<file path="src/rtl/led_rate_scheduler.sv">
`default_nettype none
// ============================================================================
// Module   : led_rate_scheduler
// Purpose  : Round-robin time-sharing of one status LED among four requesters,
//            with a blanked gap after every grant.
// Revision : 1.0
// ============================================================================
module led_rate_scheduler #(
    parameter int CNT_W        = 27,
    parameter int DWELL_CYCLES = 100_000_000,
    parameter int GAP_CYCLES   = 10_000_000
) (
    input  logic       clk,
    input  logic       rst,
    input  logic [3:0] req,
    input  logic [7:0] req_rate,
    output logic [1:0] rate_sel,
    output logic       led_en,
    output logic [3:0] grant,
    output logic       busy
);

    localparam logic [1:0] IDLE = 2'd0;
    localparam logic [1:0] SHOW = 2'd1;
    localparam logic [1:0] GAP  = 2'd2;

    localparam logic [CNT_W-1:0] DWELL_LOAD = CNT_W'(DWELL_CYCLES - 1);
    localparam logic [CNT_W-1:0] GAP_LOAD   = CNT_W'(GAP_CYCLES - 1);

    logic [1:0]       state;
    logic [CNT_W-1:0] cnt;
    logic [1:0]       last;
    logic [1:0]       winner;
    logic [1:0]       cand;

    // Scan downward from last+4 (== last) to last+1 so the nearest
    // requester after the previous winner overwrites all farther ones.
    always_comb begin
        winner = last + 2'd1;
        cand   = last;
        for (int k = 4; k >= 1; k--) begin
            cand = last + 2'(k);
            if (req[cand]) begin
                winner = cand;
            end
        end
    end

    always_ff @(posedge clk or posedge rst) begin
        if (rst) begin
            state    <= IDLE;
            cnt      <= '0;
            last     <= 2'd3;
            grant    <= 4'b0000;
            rate_sel <= 2'b00;
            led_en   <= 1'b0;
            busy     <= 1'b0;
        end else begin
            case (state)
                IDLE: begin
                    if (|req) begin
                        state    <= SHOW;
                        cnt      <= DWELL_LOAD;
                        last     <= winner;
                        grant    <= 4'b0001 << winner;
                        rate_sel <= req_rate[{winner, 1'b0} +: 2];
                        led_en   <= 1'b1;
                        busy     <= 1'b1;
                    end
                end
                SHOW: begin
                    if (cnt == '0 || !req[last]) begin
                        state  <= GAP;
                        cnt    <= GAP_LOAD;
                        grant  <= 4'b0000;
                        led_en <= 1'b0;
                    end else begin
                        cnt <= cnt - 1'b1;
                    end
                end
                GAP: begin
                    if (cnt == '0) begin
                        state <= IDLE;
                        busy  <= 1'b0;
                    end else begin
                        cnt <= cnt - 1'b1;
                    end
                end
                default: begin
                    state  <= IDLE;
                    grant  <= 4'b0000;
                    led_en <= 1'b0;
                    busy   <= 1'b0;
                end
            endcase
        end
    end

endmodule
`default_nettype wire
</file>
<file path="config.mk">
export PLATFORM = sky130hd
export DESIGN_NAME = led_rate_scheduler
export DESIGN_NICKNAME = d
export VERILOG_FILES = /design/src/rtl/led_rate_scheduler.sv
export SDC_FILE = /design/constraint.sdc
export NUM_CORES = 1
export LEC_CHECK = 0
export CORE_UTILIZATION = 50
export DETAILED_ROUTE_END_ITERATION = 7
export DONT_BUFFER_PORTS = 1
export SYNTH_ARGS = -nofsm -noshare
export SYNTH_HDL_FRONTEND = slang
export SYNTH_SLANG_ARGS = --single-unit
</file>
<file path="constraint.sdc">
create_clock -name clk -period 8.4 [get_ports clk]
set_input_delay 0.42 -clock clk [delete_from_list [all_inputs] [get_ports clk]]
set_output_delay 0.42 -clock clk [all_outputs]
set_load 0.01 [all_outputs]
</file>
==> impl_metrics.json <==
{
  "critPathCaptureType": "flip-flop",
  "drcViolationCount": 0,
  "rows": 25,
  "core_um2": 4848,
  "gr-usage-all-layers_pct": 25.55,
  "finalNetCount": 299,
  "gr-usage-met3_pct": 6.173,
  "critPathKind": "flip-flop to flip-flop",
  "use_met2_pct": 33.44,
  "dr.pass1.iters": 5,
  "fin_cells": 347,
  "async_flop_share_pct": 100.0,
  "finClkSkew_ns": 0.007465,
  "hold_viol": 0,
  "cp_num_cells": 6,
  "crit_slowest_cell": "nor4_1",
  "worst_slack_ns": 5.174,
  "antennaDiodeCount": 0,
  "rrSetupSlack_ns": 5.17,
  "synth_most_common_cell": "dfrtp_1",
  "drv_cap": 0,
  "ctsResizeCount": 0,
  "crit_chain": "nor4_1 > nand4_1 > or3_1 > a31oi_4 > o21ai_0 > a221o_1",
  "fp.dieH_um": 73.83,
  "syn_nets": 301,
  "cts.sinks": 39,
  "status": "finished, final reports clean",
  "first_global_vias": 1958,
  "synthTopCellsByArea": "dfrtp_1 (36%), a21oi_1 (6.0%), nor2_1 (5.2%)",
  "grtUsageMet1_pct": 40.19,
  "finalWirelength_um": 6262,
  "clockBufferDepth": 2,
  "fin_crit_sh_pct": 38.40,
  "grt_max_degree": 40,
  "numCtsBuffers": 5,
  "timing.rr.end": "cnt[7]$_DFFE_PP0P_",
  "tightestPinTransition_ns": 1.007,
  "dp_hpwl_um": 4369,
  "fmax_mhz": 310.0,
  "h-tree-depth": 2,
  "drt_iter0_markers": 215,
  "reg2reg_depth": 6,
  "ys_ff_latch": 39,
  "rsz0062_at_grt": "no",
  "yosys.cell_types.count": 59,
  "drv_slew": 0,
  "start_util_pct": 53.21,
  "ant_nets": 0,
  "whs_ns": 0.1290,
  "place_area_um2": 2572,
  "synth-main-ff-cell": "dfrtp_1",
  "yosysTopAreaCellShare_pct": 35.89,
  "synth_edf_count": 0,
  "slew_headroom_pct": 32.59,
  "cts_setup_buffers": 0,
  "overflow": 0,
  "peakVddDrop_mv": 0.1740,
  "hold_class": "primary input to asynchronous set/reset pin",
  "grt-busiest-layer": "met1",
  "leakagePower_uw": 0.001044,
  "pre_cts_ws_ns": 5.204,
  "seq_area_frac_synth_pct": 37.92,
  "design_area_um2": 2679,
  "cp_max_fo": 15,
  "syn_to_final_growth_pct": 3.831,
  "numPortBuffers": 0,
  "cts_tree": "yes",
  "synth_common_cells": "dfrtp_1 (37), nor2_1 (36), a21oi_1 (31)",
  "antenna_found_initial": 0,
  "dieArea_um2": 5451,
  "ctsHoldBuffers": 0,
  "setup_tns_ns": 0,
  "clk_latency_ns": 0.29,
  "worstPathArrival_ns": 3.41,
  "fin_crit_ns": 3.226,
  "wl_per_cell_um": 18.05,
  "syn_area_per_cell_um2": 9.181,
  "setup_viol": 0,
  "worstPathRequired_ns": 8.58,
  "dp.cells": 339,
  "grt_first_pass_wirelength_um": 10340,
  "synth_top_area_cell": "dfrtp_1",
  "cp_slowest_stage_delay_ns": 0.71,
  "syn-cell-area_um2": 2580,
  "cts_root_buf": "clkbuf_8",
  "syn_inst": 281,
  "gp_congestion": 0.9097,
  "via_per_inst": 6.441,
  "powerDensity_nw_per_um2": 435.0,
  "final_layout_size_suffix_gt1_share_pct": 11.79,
  "die_w_um": 73.83,
  "path_clk_slew_ns": 0.08,
  "cp-start-kind": "flip-flop",
  "yosysWarnings": 0,
  "reg2reg_from": "cnt[4]$_DFFE_PP0P_",
  "cp_top_family": "simple AND/OR/NAND/NOR gates",
  "io_pins": 22,
  "num_vias": 2235,
  "fillers": 450,
  "path_buf_inv": 0
}
[where the power goes]
| group | total (uW) | switching [uW] | internal (uW) |
|---|---|---|---|
| Combinational | 631 | 372 | 259 |
| Sequential | 377 | 94.4 | 283 |
| Clock | 157 | 67.7 | 89.0 |
| Total | 1170 | 534 | 631 |
[worst reg2reg max path: cells and delay by family (launching register included)]
kind            cells  cell delay, ns
compound gates      3            1.03
flops               1            0.43
simple gates        3            1.66
[per-layer routing]
metal	part of all wire, %	up-vias
met2	42	90
met3	7.6	15
met1	49	1069
met5	0	-
li1	-	1061
met4	2.1	0
[sequential cells by signal, indices dropped and copies added (netlist names)]
register and cells:
grant 4, cnt 27, last 2, rate_sel 2, busy 1, led_en 1, state 2
[layout make-up]
type                       count  area [um^2]  area share (%)
clock inverter                 1        30.03           1.121
timing repair buffer           2        15.01          0.5605
multi-input combinational    219         1450           54.13
clock buffer                   7        76.32           2.849
tap                           67        83.83           3.129
sequential                    39        978.4           36.52
inverter                      12        45.04           1.681
[cells in the final DEF, fill, tap and decap left out, types with 3 or more instances in the layout]
master	Yosys	final
dfrtp_1	37	37
nor2_1	36	36
a21oi_1	31	31
o21ai_0	20	20
nor3_1	17	17
nand2_1	13	13
inv_1	12	12
nor4_1	7	7
o22a_1	6	6
ha_1	6	6
or3_1	5	5
clkbuf_8	2	5
or4_1	4	4
o31a_2	4	4
o22ai_1	4	4
xnor2_1	4	4
o2bb2ai_1	4	4
a221o_1	4	4
mux4_2	3	3
nand3_1	3	3
a22o_1	3	3
a211oi_1	3	3
[worst max-delay path by stage]
stage,from,end,slack (ns)
after floorplan,cnt[16]$_DFFE_PP0P_,cnt[13]$_DFFE_PP0P_,5.69
after global placement,cnt[16]$_DFFE_PP0P_,cnt[7]$_DFFE_PP0P_,5.29
after detailed placement,cnt[4]$_DFFE_PP0P_,cnt[7]$_DFFE_PP0P_,5.20
after CTS,cnt[4]$_DFFE_PP0P_,cnt[7]$_DFFE_PP0P_,5.18
after global routing,cnt[4]$_DFFE_PP0P_,cnt[7]$_DFFE_PP0P_,4.90
final,cnt[4]$_DFFE_PP0P_,cnt[7]$_DFFE_PP0P_,5.17
[per-stage QoR]
| stage | power (uW) | utilization [%] |
|---|---|---|
| 5_1_grt | 1264 | 55.25 |
| 4_1_cts | 1164 | 55.25 |
| 3_3_place_gp | 1001 | 53.06 |
| 2_1_floorplan | 881.5 | - |
| 3_5_place_dp | 1006 | 53.06 |
| 6_report | 1165 | 55.25 |
[logic make-up (layout without fill, tap and decap cells)]
kind of cell    count (synthesis)  in the layout  share of synthesized area, %
simple gates                  106            106                         22.07
compound gates                 98             98                         26.38
flops                          39             39                         37.92
buf+inv                        23             22                         5.868
fa+ha+maj                       6              6                         2.910
mux                             5              5                         3.492
xor+xnor                        4              4                         1.358
(Power assumes the default switching activity.)
